## src/rtl/key_timer_pkg.sv

```systemverilog
// rtl/key_timer_pkg.sv - shared FSM state type, key index constants and key priority helper
//
// Contents:
//   state_t   : IDLE, ENTER, RUN, PAUSE (PAUSE only reachable with KEY_TIMER_PAUSE_EN)
//   K_ZERO .. K_GO : key indices, also used as event codes
//   key_code  : lowest pressed (low) key index of a snapshot
package key_timer_pkg;

    typedef enum logic [1:0] {
        ST_IDLE  = 2'd0,
        ST_ENTER = 2'd1,
        ST_RUN   = 2'd2,
        ST_PAUSE = 2'd3
    } state_t;

    localparam logic [1:0] K_ZERO = 2'd0;
    localparam logic [1:0] K_ONE  = 2'd1;
    localparam logic [1:0] K_BACK = 2'd2;
    localparam logic [1:0] K_GO   = 2'd3;

    // Keys are active-low; key[0] wins when several are down together.
    function automatic logic [1:0] key_code(input logic [3:0] ks);
        if (!ks[0]) begin
            return K_ZERO;
        end else if (!ks[1]) begin
            return K_ONE;
        end else if (!ks[2]) begin
            return K_BACK;
        end else begin
            return K_GO;
        end
    endfunction

endpackage

```

## src/rtl/key_timer_tick_gen.sv

```systemverilog
// rtl/key_timer_tick_gen.sv - free-running divider producing a one-cycle enable every DIV clocks
//
// Ports:
//   clock   in   system clock
//   reset_n in   asynchronous active-low reset (divider restarts at 0)
//   strobe  out  high for one cycle while the divider sits at DIV-1
module tick_gen #(
    parameter int DIV = 4
) (
    input  logic clock,
    input  logic reset_n,
    output logic strobe
);

    localparam int CW = (DIV > 1) ? $clog2(DIV) : 1;
    localparam logic [CW-1:0] LAST = CW'(DIV - 1);

    logic [CW-1:0] cnt;

    always_ff @(posedge clock or negedge reset_n) begin
        if (!reset_n) begin
            cnt <= '0;
        end else if (cnt == LAST) begin
            cnt <= '0;
        end else begin
            cnt <= cnt + 1'b1;
        end
    end

    // Decoded straight from the counter register: an enable, not a clock.
    assign strobe = (cnt == LAST);

endmodule

```

## src/rtl/key_timer.sv

```systemverilog
// rtl/key_timer.sv - key-entry countdown timer with blinking edit cursor and expiry beep
//
// Optional feature: define KEY_TIMER_PAUSE_EN to add the PAUSE state
// (key3 pauses/resumes a run, key2 in PAUSE restores the start value and returns to ENTER).
//
// Ports:
//   clock    in   system clock (only clock; everything advances on the internal tick enable)
//   reset_n  in   asynchronous active-low reset
//   key      in   [3:0] raw active-low buttons: 0 enter 0, 1 enter 1, 2 cursor back, 3 start
//   disp     out  [WIDTH-1:0] value with the cursor bit blinking while editing
//   value    out  [WIDTH-1:0] counter value
//   cursor   out  [$clog2(WIDTH)-1:0] edit position
//   running  out  high while counting down
//   beep     out  set at expiry, cleared by the next key event
//   done     out  one-cycle strobe at expiry
module key_timer
    import key_timer_pkg::*;
#(
    parameter int WIDTH      = 8,
    parameter int TICK_DIV   = 524288,
    parameter int COUNT_DIV  = 256,
    parameter int BLINK_LOG2 = 4
) (
    input  logic                     clock,
    input  logic                     reset_n,
    input  logic [3:0]               key,
    output logic [WIDTH-1:0]         disp,
    output logic [WIDTH-1:0]         value,
    output logic [$clog2(WIDTH)-1:0] cursor,
    output logic                     running,
    output logic                     beep,
    output logic                     done
);

    localparam int CW = $clog2(WIDTH);
    localparam logic [CW-1:0] CUR_LAST = CW'(WIDTH - 1);
    localparam int PW = (COUNT_DIV > 1) ? $clog2(COUNT_DIV) : 1;
    localparam logic [PW-1:0] PRE_LAST = PW'(COUNT_DIV - 1);
    localparam logic [WIDTH-1:0] ONE_HOT0 = {{(WIDTH-1){1'b0}}, 1'b1};

    logic                tick;
    logic [3:0]          key_s1;
    logic [3:0]          key_s2;
    logic [3:0]          ks;
    logic [BLINK_LOG2:0] blink_cnt;
    state_t              state;
    logic [WIDTH-1:0]    value_q;
    logic [CW-1:0]       cursor_q;
    logic [PW-1:0]       presc;
    logic                beep_q;
    logic                done_q;
`ifdef KEY_TIMER_PAUSE_EN
    logic [WIDTH-1:0]    reload_q;
`endif

    logic                key_event;
    logic [1:0]          code;
    logic [CW-1:0]       cursor_inc;
    logic [CW-1:0]       cursor_dec;
    logic                blink;

    tick_gen #(.DIV(TICK_DIV)) u_tick (
        .clock  (clock),
        .reset_n(reset_n),
        .strobe (tick)
    );

    // ks holds the snapshot from the previous tick; key_s2 is the one being
    // taken now. An event needs all keys up last tick, so a held key fires once.
    assign key_event  = tick && (ks == 4'hF) && (key_s2 != 4'hF);
    assign code       = key_code(key_s2);

    // Explicit wrap so non-power-of-two widths stay in range.
    assign cursor_inc = (cursor_q == CUR_LAST) ? '0 : cursor_q + 1'b1;
    assign cursor_dec = (cursor_q == '0) ? CUR_LAST : cursor_q - 1'b1;

    assign blink      = blink_cnt[BLINK_LOG2];

    always_ff @(posedge clock or negedge reset_n) begin
        if (!reset_n) begin
            key_s1    <= 4'hF;
            key_s2    <= 4'hF;
            ks        <= 4'hF;
            blink_cnt <= '0;
            state     <= ST_IDLE;
            value_q   <= '0;
            cursor_q  <= '0;
            presc     <= '0;
            beep_q    <= 1'b0;
            done_q    <= 1'b0;
`ifdef KEY_TIMER_PAUSE_EN
            reload_q  <= '0;
`endif
        end else begin
            key_s1 <= key;
            key_s2 <= key_s1;
            done_q <= 1'b0;
            if (tick) begin
                ks        <= key_s2;
                blink_cnt <= blink_cnt + 1'b1;
                case (state)
                    ST_IDLE: begin
                        // The waking event is consumed; it does not edit.
                        if (key_event) begin
                            beep_q <= 1'b0;
                            state  <= ST_ENTER;
                        end
                    end
                    ST_ENTER: begin
                        if (key_event) begin
                            if (code == K_ZERO || code == K_ONE) begin
                                value_q[cursor_q] <= code[0];
                                cursor_q          <= cursor_inc;
                            end else if (code == K_BACK) begin
                                cursor_q <= cursor_dec;
                            end else if (value_q == '0) begin
                                beep_q <= 1'b1;
                                done_q <= 1'b1;
                                state  <= ST_IDLE;
                            end else begin
                                presc <= '0;
`ifdef KEY_TIMER_PAUSE_EN
                                reload_q <= value_q;
`endif
                                state <= ST_RUN;
                            end
                        end
                    end
                    ST_RUN: begin
`ifdef KEY_TIMER_PAUSE_EN
                        if (key_event && code == K_GO) begin
                            state <= ST_PAUSE;
                        end else
`endif
                        if (presc == PRE_LAST) begin
                            presc   <= '0;
                            value_q <= value_q - 1'b1;
                            // Leaving at zero means value can never wrap.
                            if (value_q == ONE_HOT0) begin
                                beep_q <= 1'b1;
                                done_q <= 1'b1;
                                state  <= ST_IDLE;
                            end
                        end else begin
                            presc <= presc + 1'b1;
                        end
                    end
`ifdef KEY_TIMER_PAUSE_EN
                    ST_PAUSE: begin
                        // Prescaler is left untouched so a resume continues mid-period.
                        if (key_event) begin
                            if (code == K_GO) begin
                                state <= ST_RUN;
                            end else if (code == K_BACK) begin
                                value_q <= reload_q;
                                state   <= ST_ENTER;
                            end
                        end
                    end
`endif
                    default: begin
                        state <= ST_IDLE;
                    end
                endcase
            end
        end
    end

    assign value   = value_q;
    assign cursor  = cursor_q;
    assign running = (state == ST_RUN);
    assign beep    = beep_q;
    assign done    = done_q;
    assign disp    = value_q ^ (((state == ST_ENTER) && blink) ? (ONE_HOT0 << cursor_q) : '0);

endmodule

```

## config.mk

```make
export PLATFORM = sky130hd
export DESIGN_NAME = key_timer
export DESIGN_NICKNAME = d
export VERILOG_FILES = /design/src/rtl/key_timer_pkg.sv /design/src/rtl/key_timer_tick_gen.sv /design/src/rtl/key_timer.sv
export SDC_FILE = /design/constraint.sdc
export NUM_CORES = 1
export LEC_CHECK = 0
export ABC_AREA = 0
export ABC_CLOCK_PERIOD_IN_PS = 2300
export CORE_UTILIZATION = 45
export CTS_CLUSTER_SIZE = 24
export DETAILED_ROUTE_END_ITERATION = 6
export PLACE_DENSITY = 0.67
export SYNTH_ARGS = -nofsm -noshare
export SYNTH_HDL_FRONTEND = slang
export SYNTH_SLANG_ARGS = --single-unit
export TNS_END_PERCENT = 20
```

## constraint.sdc

```tcl
create_clock -name clock -period 2.3 [get_ports clock]
set_input_delay 0.46 -clock clock [delete_from_list [all_inputs] [get_ports clock]]
set_output_delay 0.46 -clock clock [all_outputs]
set_load 0.01 [all_outputs]
```

== Yosys cells after proc, flatten, opt, wreduce, memory -nomap -nowiden ==
Index checks and enable logic that the tools add are counted.

* Add/sub/neg operators: 6
* Multiply operators: 0
* Divide/modulo/power cells: 0
* $lt $le $gt $ge: 2
* Equality and inequality tests: 19
* Shift operators: 1
* Mux-type cells: 46
* Bitwise gates (word level): 1
* Reduce and logical (&&, ||, !) cells: 17

{| class="wikitable"
|+ Operator list
! operator !! number
|-
| $mux W8 || 9
|-
| $pmux W8 S2 || 2
|-
| $add A19 B1 Y19 const B || 1
|-
| $eq A19 B19 Y1 const B || 1
|-
| $mux W19 || 1
|-
| $mux W2 || 9
|-
| $mux W1 || 16
|-
| $ne A2 B2 Y1 const B || 7
|-
| $mux W3 || 4
|-
| $reduce_and A9 Y1 || 1
|-
| $add A8 B1 Y8 const B || 1
|-
| $bwmux W8 || 1
|-
| $eq A8 B1 Y1 const B || 1
|-
| $eq A8 B8 Y1 const B || 1
|-
| $logic_not A8 Y1 || 1
|-
| $shl A1 B3 Y8 const A || 1
|-
| $sub A8 B1 Y8 const B || 1
|-
| $xor A8 B8 Y8 || 1
|-
| $reduce_and A7 Y1 || 1
|-
| $pmux W2 S3 || 1
|-
| $reduce_and A6 Y1 || 1
|-
| $add A5 B1 Y5 const B || 1
|-
| $reduce_and A5 Y1 || 1
|-
| $eq A2 B1 Y1 const B || 2
|-
| other kinds (19) || 26
|}

* Register bits: 59
* Latch bits: 0
* RAM bits: 0
* Bits in read-only memories: 0
* Bits of input ports: 6
* Output and inout port bits: 22
* Word-level logic and storage cells: 103
* Memories: 0

== Logic depth before layout (Yosys ltp) ==
Gate-level depths: netlist of run 1.

* Depth in word-level cells: 9
* Depth in mapped cells: 9

== Modules after synthesis ==
Synthesis of run 1 repeated with hierarchy kept, for this count alone.

* Cell total of the unflattened synthesis: 345
* Area total of the unflattened synthesis: 3,387.0 µm²

{| class="wikitable"
|+ Modules (own cells, without submodules)
! module !! instances !! cells each !! area an instance (µm²)
|-
| key_timer || 1 || 266 || 2,471.1
|-
| tick_gen || 1 || 79 || 915.9
|}

== Worst setup path after synthesis of run 1 ==
Ideal clock, no wire load.

* Path type: reg2reg
* Start point: register value_q[4] (netlist: value[4])
* End point: register beep_q (netlist: beep)
* Setup time: 0.125 ns
* Arrival: 2.258 ns
* Data required time: 2.175 ns
* Slack: -0.083 ns
* Stages on the path, launching flop included: 7
* Period minus slack after synthesis: 2.383 ns
* Cells stage by stage: dfrtp_1 -> buf_6 -> or4_4 -> or4b_4 -> and2_4 -> nor4_2 -> mux2_2

* Cells in the longest elaborated chain, start to end: 3
* Elaborated cells on any way between the ends: 5

{| class="wikitable"
|+ Ends and longest elaborated chain
! what !! RTL line !! RTL
|-
| from (decl) || key_timer.sv:47 || <nowiki>logic [WIDTH-1:0] value_q;</nowiki>
|-
| from (signal, indexed assignment) || key_timer.sv:112 || <nowiki>value_q[cursor_q] <= code[0];</nowiki>
|-
| from (signal assigned) || key_timer.sv:137 || <nowiki>value_q <= value_q - 1'b1;</nowiki>
|-
| $eq A8 B1 Y1 / $logic_not A8 Y1 (equally long branches) || key_timer.sv:139, key_timer.sv:116 ||
|-
| $ne A2 B1 Y1 (no source line) / $ne A2 B2 Y1 (equally long branches) || n/a ||
|-
| $reduce_and A9 Y1 (no source line) (*) || n/a ||
|-
| to (signal assigned) || key_timer.sv:105 || <nowiki>beep_q <= 1'b0;</nowiki>
|-
| to (signal assigned) || key_timer.sv:117 || <nowiki>beep_q <= 1'b1;</nowiki>
|-
| to (signal assigned) || key_timer.sv:140 || <nowiki>beep_q <= 1'b1;</nowiki>
|-
| to (decl) || key_timer.sv:50 || <nowiki>logic beep_q;</nowiki>
|}

Mark *: on every way between the ends. The rest lies on a longest branch, timed or not.
A chain may end at the register's enable or synchronous reset.

== Worst setup path in the final report of run 1 ==
* Start point: register state[0]
* End point: output port running

* Cells in the longest elaborated chain, start to end: 1

{| class="wikitable"
|+ Ends and longest elaborated chain
! what !! RTL line !! RTL
|-
| from (decl) || key_timer.sv:46 || <nowiki>state_t state;</nowiki>
|-
| from (signal assigned) || key_timer.sv:85 || <nowiki>state <= ST_IDLE;</nowiki>
|-
| from (signal assigned) || key_timer.sv:106 || <nowiki>state <= ST_ENTER;</nowiki>
|-
| from (signal assigned) || key_timer.sv:119 || <nowiki>state <= ST_IDLE;</nowiki>
|-
| $eq A2 B2 Y1 || key_timer.sv:171 || <nowiki>assign running = (state == ST_RUN);</nowiki>
|-
| to (decl) || key_timer.sv:30 || <nowiki>output logic running,</nowiki>
|}

Every way passes these cells.

==> flow_metrics.py, run 1 <==
metrics = {
    "synthesis": {
        "seq_area_frac_synth_pct": 45.27,
        "synth_common_cells": "47 x dfrtp_1, 41 x nand2_1, 28 x nor2_1",
        "yosysWarningCount": 0,
        "synth-adder-area-share_pct": 6.457,
        "synth_top_family_by_area": "simple AND/OR/NAND/NOR gates",
        "synth-seq-cells": 59,
        "syn-instance-count": 337,
        "synth-simple-area-share_pct": 22.56,
        "yosysMostFrequentCell": "dfrtp_1",
        "synthFlopType": "dfrtp_1",
        "avgSynthCellArea_um2": 9.776,
        "yosys-top-cells-area": "dfrtp_1 36%, dfstp_2 9.6%, ha_1 6.5%",
        "synth_fp_nets": 360,
        "synth_compound_area_share_pct": 12.19,
        "yosys.area.top_type": "dfrtp_1",
        "yosys.cell_types.count": 56,
        "synth_top_area_share_pct": 35.70,
        "synth_area_um2": 3294,
        "synth-edff-count": 0,
        "synth_xor_area_share_pct": 7.710,
        "synthArstFlopShare_pct": 100.0,
        "synthMuxAreaShare_pct": 1.367,
    },
    "floorplanning": {
        "fp.coreArea_um2": 6944,
        "die_w_um": 87.56,
        "rows": 30,
        "io_pins": 28,
        "start_util_pct": 47.44,
        "die_y_um": 87.56,
        "die-area_um2": 7667,
    },
    "power_and_ir_drop": {
        "p_leak_nw": 1.794,
        "power_density_nw_per_um2": 482.7,
        "irDropWorstVdd_mv": 0.5061,
    },
    "critical_path": {
        "worstPathArrival_ps": 1800,
        "path_max_fanout": 5,
        "worstPathCellList": "inv_1 -> ha_2 -> buf_4 -> clkdlybuf4s50_1",
        "critPathMaxStageDelay_ps": 530,
        "critPathLaunchType": "flop",
        "end_kind": "primary output",
        "required_ps": 1840,
        "critPathSlowestCell": "clkdlybuf4s50_1",
        "worstSetupPathType": "reg -> out",
    },
    "status": {
        "outcome": "completed",
    },
    "drt": {
        "routed_wl_um": 7006,
        "viasPerCell": 5.350,
        "ant_nets": 0,
        "wl_met1_um": 3211,
        "wl_met2_um": 3410,
        "dr_wl_met3_um": 328,
        "first_pass_iters": 4,
        "drcViolationCount": 0,
        "vias": 2632,
        "wl_per_cell_um": 14.24,
        "drt-initial-drc-count": 87,
        "top_layer": "met4",
    },
    "global_route": {
        "grt_pass1_vias": 2554,
        "antenna_found_initial": 0,
        "grt_max_degree": 39,
        "track_usage_pct": 20.92,
        "gr-total-overflow": 0,
        "grt_first_pass_wirelength_um": 12200,
    },
    "place": {
        "port_buffers": 27,
        "gp_congestion": 0.8560,
        "dpl.hpwl_um": 5144,
    },
    "clock_network": {
        "htreeDepth": 3,
        "clk_pin_slew_worst_paths_ps": 70,
        "cts_made_buffers": 9,
        "clock_sinks": 59,
        "clock_path_buffers": 2,
        "cts_hold_buf": 0,
        "cts_tree": "built",
        "clock_latency_ps": 340,
        "root_buffer": "clkbuf_8",
    },
    "finish": {
        "syn_to_final_growth_pct": 22.37,
        "regArea_um2": 1491,
        "fin_nets": 414,
        "diodes": 0,
        "multi_input_area_um2": 1698,
        "drive_gt1_share_pct": 22.22,
        "filler_cell_count": 619,
    },
    "sta": {
        "hold_viol_final": 0,
        "hold_ws_ps": 107.4,
        "finClkSkew_ps": 10.09,
        "fmax_ghz": 0.4434,
        "finalMaxSlewViolations": 0,
        "worstMarginPinSlew_ps": 581.8,
        "setup_violations": 0,
        "tns_ps": 0,
        "post-route-min-period_ps": 2255,
        "rsz0062_at_grt": "yes",
        "slew_headroom_pct": 60.86,
        "finalCritPeriodShare_pct": 98.06,
    },
    "job": {
        "drv_cap": 0,
    },
    "min_path": {
        "hold_path_class": "in -> async",
    },
}
## cell families (layout without fill, tap and decap cells)
kind of cell | Yosys count | count (layout)
fa+ha+maj | 17 | 17
simple gates | 140 | 140
flops | 59 | 59
buf+inv | 30 | 89
mux | 4 | 4
xor+xnor | 29 | 29
compound gates | 58 | 58
## sequential cells by signal, summed over array words and instances (netlist names)
register and count:
value 8, key_s2 4, state 2, ks 4, key_s1 4, cursor 3
presc 8, blink_cnt 5, beep 1, u_tick.cnt 19, done 1
## area by class of cell
type,instances,area share [%]
multi-input combinational,248,42.12
inverter,17,1.583
sequential,59,37.00
clock buffer,11,3.507
timing repair buffer,56,11.89
clock inverter,5,0.9311
tap,96,2.980
## where the power goes
part	leakage, nW	total [mW]	switching [mW]	internal (mW)
Combinational	0.941	0.0418	0.0281	0.0137
Clock	0.0859	0.849	0.425	0.424
Sequential	0.768	1.06	0.00456	1.05
## path summary, 6_finish.rpt
path / start / endpoint / slack, ps / depth (start not counted)
worst max-delay path: state[0]$_DFFE_PN0P_ / running / 40 / 4
worst min-delay path: reset_n / presc[0]$_DFFE_PN0P_ / 110 / 1
worst max register to register: value[4]$_DFFE_PN0P_ / beep$_DFFE_PN0P_ / 50 / 5
worst min register to register: key_s1[2]$_DFF_PN1_ / key_s2[2]$_DFF_PN1_ / 350 / 0
max in group asynchronous: reset_n / ks[3]$_DFFE_PN1N_ / 1530 / 2
min in group clock: key_s1[2]$_DFF_PN1_ / key_s2[2]$_DFF_PN1_ / 350 / 0
## placed cells by master, fill, tap and decap left out, types with 6 or more instances in the layout
cell | netlist | final
a31oi_1 | 6 | 6
and3_1 | 8 | 6
buf_4 | 0 | 28
clkbuf_8 | 2 | 10
clkdlybuf4s50_1 | 0 | 18
dfrtp_1 | 47 | 47
dfstp_2 | 12 | 12
ha_1 | 17 | 15
inv_1 | 17 | 17
nand2_1 | 41 | 41
nand3_1 | 11 | 11
nand4_1 | 9 | 9
nor2_1 | 28 | 28
nor3_1 | 10 | 9
o21ai_0 | 23 | 23
o31ai_1 | 8 | 8
xnor2_1 | 19 | 19
xor2_1 | 10 | 10
## critical path, delay by kind of cell, from the launching register on
family / cells / cell delay [ps]
adders and majority gates: 1 / 240
buffers and inverters: 3 / 790
DFF: 1 / 410
## stage by stage
step / utilization, % / instances / cell area [um2] / worst slack, ps / power, mW
after floorplan: - / 337 / 3294 / -82.52 / 1.082
after global placement: 55.01 / 475 / 3820 / 74.36 / 1.117
after detailed placement: 55.01 / 475 / 3820 / 55.22 / 1.118
after CTS: 57.59 / 491 / 3999 / 33.18 / 1.977
after global routing: 58.05 / 492 / 4031 / -42.65 / 2.025
final: 58.05 / 492 / 4031 / 44.70 / 1.946
## layer usage
metal,vias to the layer above,global-route usage (%)
li1,1301,-
met1,1272,28.76
met2,55,32.60
met3,4,4.241
met4,0,8.346
met5,-,0
## timing repair
action	4_1_cts	5_1_grt
setup endpoints to repair	9	19
buffers inserted	0	1
gates resized for setup	11	10
No activity file was read; power rests on OpenSTA's default activity.
==> inputs of run 2 (changes only) <==
TNS_END_PERCENT = unset   (was 20)
==> run 2 against run 1 <==
Effect of this change:
- critical path type unchanged
- largest cell class unchanged
- cell count stayed put
- non-clock buffer count stayed put
- clock-buffer cell count stayed put
==> flow_metrics.py, run 2 (synthesis results as in run 1) <==
metrics = {
    "power_and_ir_drop": {
        "power.total_mw": 1.948,
        "power_density_nw_per_um2": 483.1,
        "irDropWorstVdd_mv": 0.5074,
        "p_leak_nw": 1.793,
    },
    "finish": {
        "final_common_cell": "dfrtp_1",
        "largest_register_ffs": 19,
        "design_area_um2": 4033,
        "largest-register": "u_tick.cnt",
        "fin_nets": 414,
        "drive_gt1_share_pct": 22.98,
        "syn_to_final_growth_pct": 22.41,
        "diodes": 0,
        "final_cells": 492,
        "final_cell_mix": "47 x dfrtp_1, 41 x nand2_1, 28 x buf_4, 27 x nor2_1, 23 x o21ai_0",
    },
    "floorplanning": {
        "start_util_pct": 47.44,
        "die_w_um": 87.56,
        "fp.coreArea_um2": 6944,
        "io_pins": 28,
        "die-area_um2": 7667,
        "die_y_um": 87.56,
        "rows": 30,
    },
    "drt": {
        "first_pass_iters": 4,
        "vias": 2643,
        "wl_per_cell_um": 14.29,
        "viasPerCell": 5.372,
        "routed_wl_um": 7032,
        "drcViolationCount": 0,
        "ant_nets": 0,
        "drt-initial-drc-count": 107,
    },
    "sta": {
        "finClkSkew_ps": 9.337,
        "hold_viol_final": 0,
        "setup_violations": 0,
        "tns_ps": 0,
        "slew_headroom_pct": 60.68,
        "rsz0062_at_grt": "yes",
        "finalMaxSlewViolations": 0,
        "post-route-min-period_ps": 2257,
        "worstMarginPinSlew_ps": 584.4,
        "fmax_ghz": 0.4432,
        "finalCritPeriodShare_pct": 98.11,
    },
    "global_route": {
        "track_usage_pct": 20.92,
        "grt_first_pass_wirelength_um": 12200,
        "gr-total-overflow": 0,
        "grt_pass1_vias": 2554,
        "antenna_found_initial": 0,
        "grt_max_degree": 39,
    },
    "critical_path": {
        "path_delay_family": "buffers and inverters",
        "critPathLaunchType": "flop",
        "critPathMaxStageDelay_ps": 530,
        "worstPathCellList": "inv_1 -> ha_2 -> buf_4 -> clkdlybuf4s50_1",
        "worst-path-buf-inv": 3,
        "path_max_fanout": 5,
        "required_ps": 1840,
        "worstSetupPathType": "reg -> out",
        "worstPathArrival_ps": 1800,
        "end_kind": "primary output",
        "critPathSlowestCell": "clkdlybuf4s50_1",
    },
    "clock_network": {
        "cts_tree": "built",
        "cts_hold_buf": 0,
        "clock_latency_ps": 340,
        "clock_sinks": 59,
        "htreeDepth": 3,
        "clock_path_buffers": 2,
        "clk_pin_slew_worst_paths_ps": 70,
        "cts_made_buffers": 9,
        "root_buffer": "clkbuf_8",
    },
    "place": {
        "gp_congestion": 0.8560,
        "placed_cell_area_um2": 3820,
        "port_buffers": 27,
        "dpl.hpwl_um": 5144,
        "post-place-cells": 475,
    },
    "min_path": {
        "hold_path_class": "in -> async",
    },
    "job": {
        "drv_cap": 0,
    },
    "status": {
        "outcome": "completed",
    },
}
## run 2: cell types whose count changed in the layout (fill, tap and decap cells not counted)
cell             change
clkbuf_2             +1
nor2_2               +1
clkdlybuf4s15_1      -1
nor2_1               -1
or4_1                -1
or4_4                +1
## run 2: timing repair
item / in CTS / in global routing
resized for setup: 11 / 13
pin swaps: 0 / 0
setup endpoints to repair: 9 / 19
buffers inserted: 0 / 1
## run 2: worst reg2reg max path: stages, from the launching register on
cell and delay, ps:
dfrtp_1 370, or4_4 540, or4b_4 540, and2_4 190, nor4_2 140, mux2_2 360
## run 2: metal layers
metal / routed length [um] / vias up / GRT usage [%]
met1: 3356 / 1282 / 28.76
met5: 0 / - / 0
met3: 263 / 7 / 4.241
met4: 102 / 0 / 8.346
li1: - / 1296 / -
met2: 3310 / 58 / 32.60
## run 2: report_power, final
part	internal [mW]	total, mW	switching [mW]
Clock	0.423	0.851	0.427
Combinational	0.0137	0.0421	0.0284
Sequential	1.05	1.06	0.00457
## run 2: area by class of cell
type,count,area [um2]
Timing Repair Buffer,56,474.2
Sequential cell,59,1491
Inverter,17,63.81
Tap cell,96,120.1
Clock inverter,5,37.54
Multi-Input combinational cell,248,1704
Fill cell,620,2912
Clock buffer,11,141.4
## run 2: worst paths after layout
| path | from | to | slack, ps | cells after the start |
|---|---|---|---|---|
| hold reg to reg | key_s1[0]$_DFF_PN1_ | key_s2[0]$_DFF_PN1_ | 350 | 0 |
| min in group clock | key_s1[0]$_DFF_PN1_ | key_s2[0]$_DFF_PN1_ | 350 | 0 |
| setup reg to reg | value[4]$_DFFE_PN0P_ | beep$_DFFE_PN0P_ | 50 | 5 |
| hold / removal | reset_n | presc[0]$_DFFE_PN0P_ | 110 | 1 |
| setup / recovery | state[0]$_DFFE_PN0P_ | running | 40 | 4 |
| max in group asynchronous | reset_n | key_s1[0]$_DFF_PN1_ | 1530 | 2 |
## run 2: through the flow
| stage | hold slack [ps] | setup slack, ps | utilization (%) |
|---|---|---|---|
| global route | 142.4 | -33.30 | 58.07 |
| finish | 107.1 | 43.49 | 58.07 |
| floorplan | 164.4 | -82.52 | - |
| detailed placement | 348.8 | 55.22 | 55.01 |
| CTS | 112.5 | 33.18 | 57.59 |
| global placement | 345.9 | 74.36 | 55.01 |
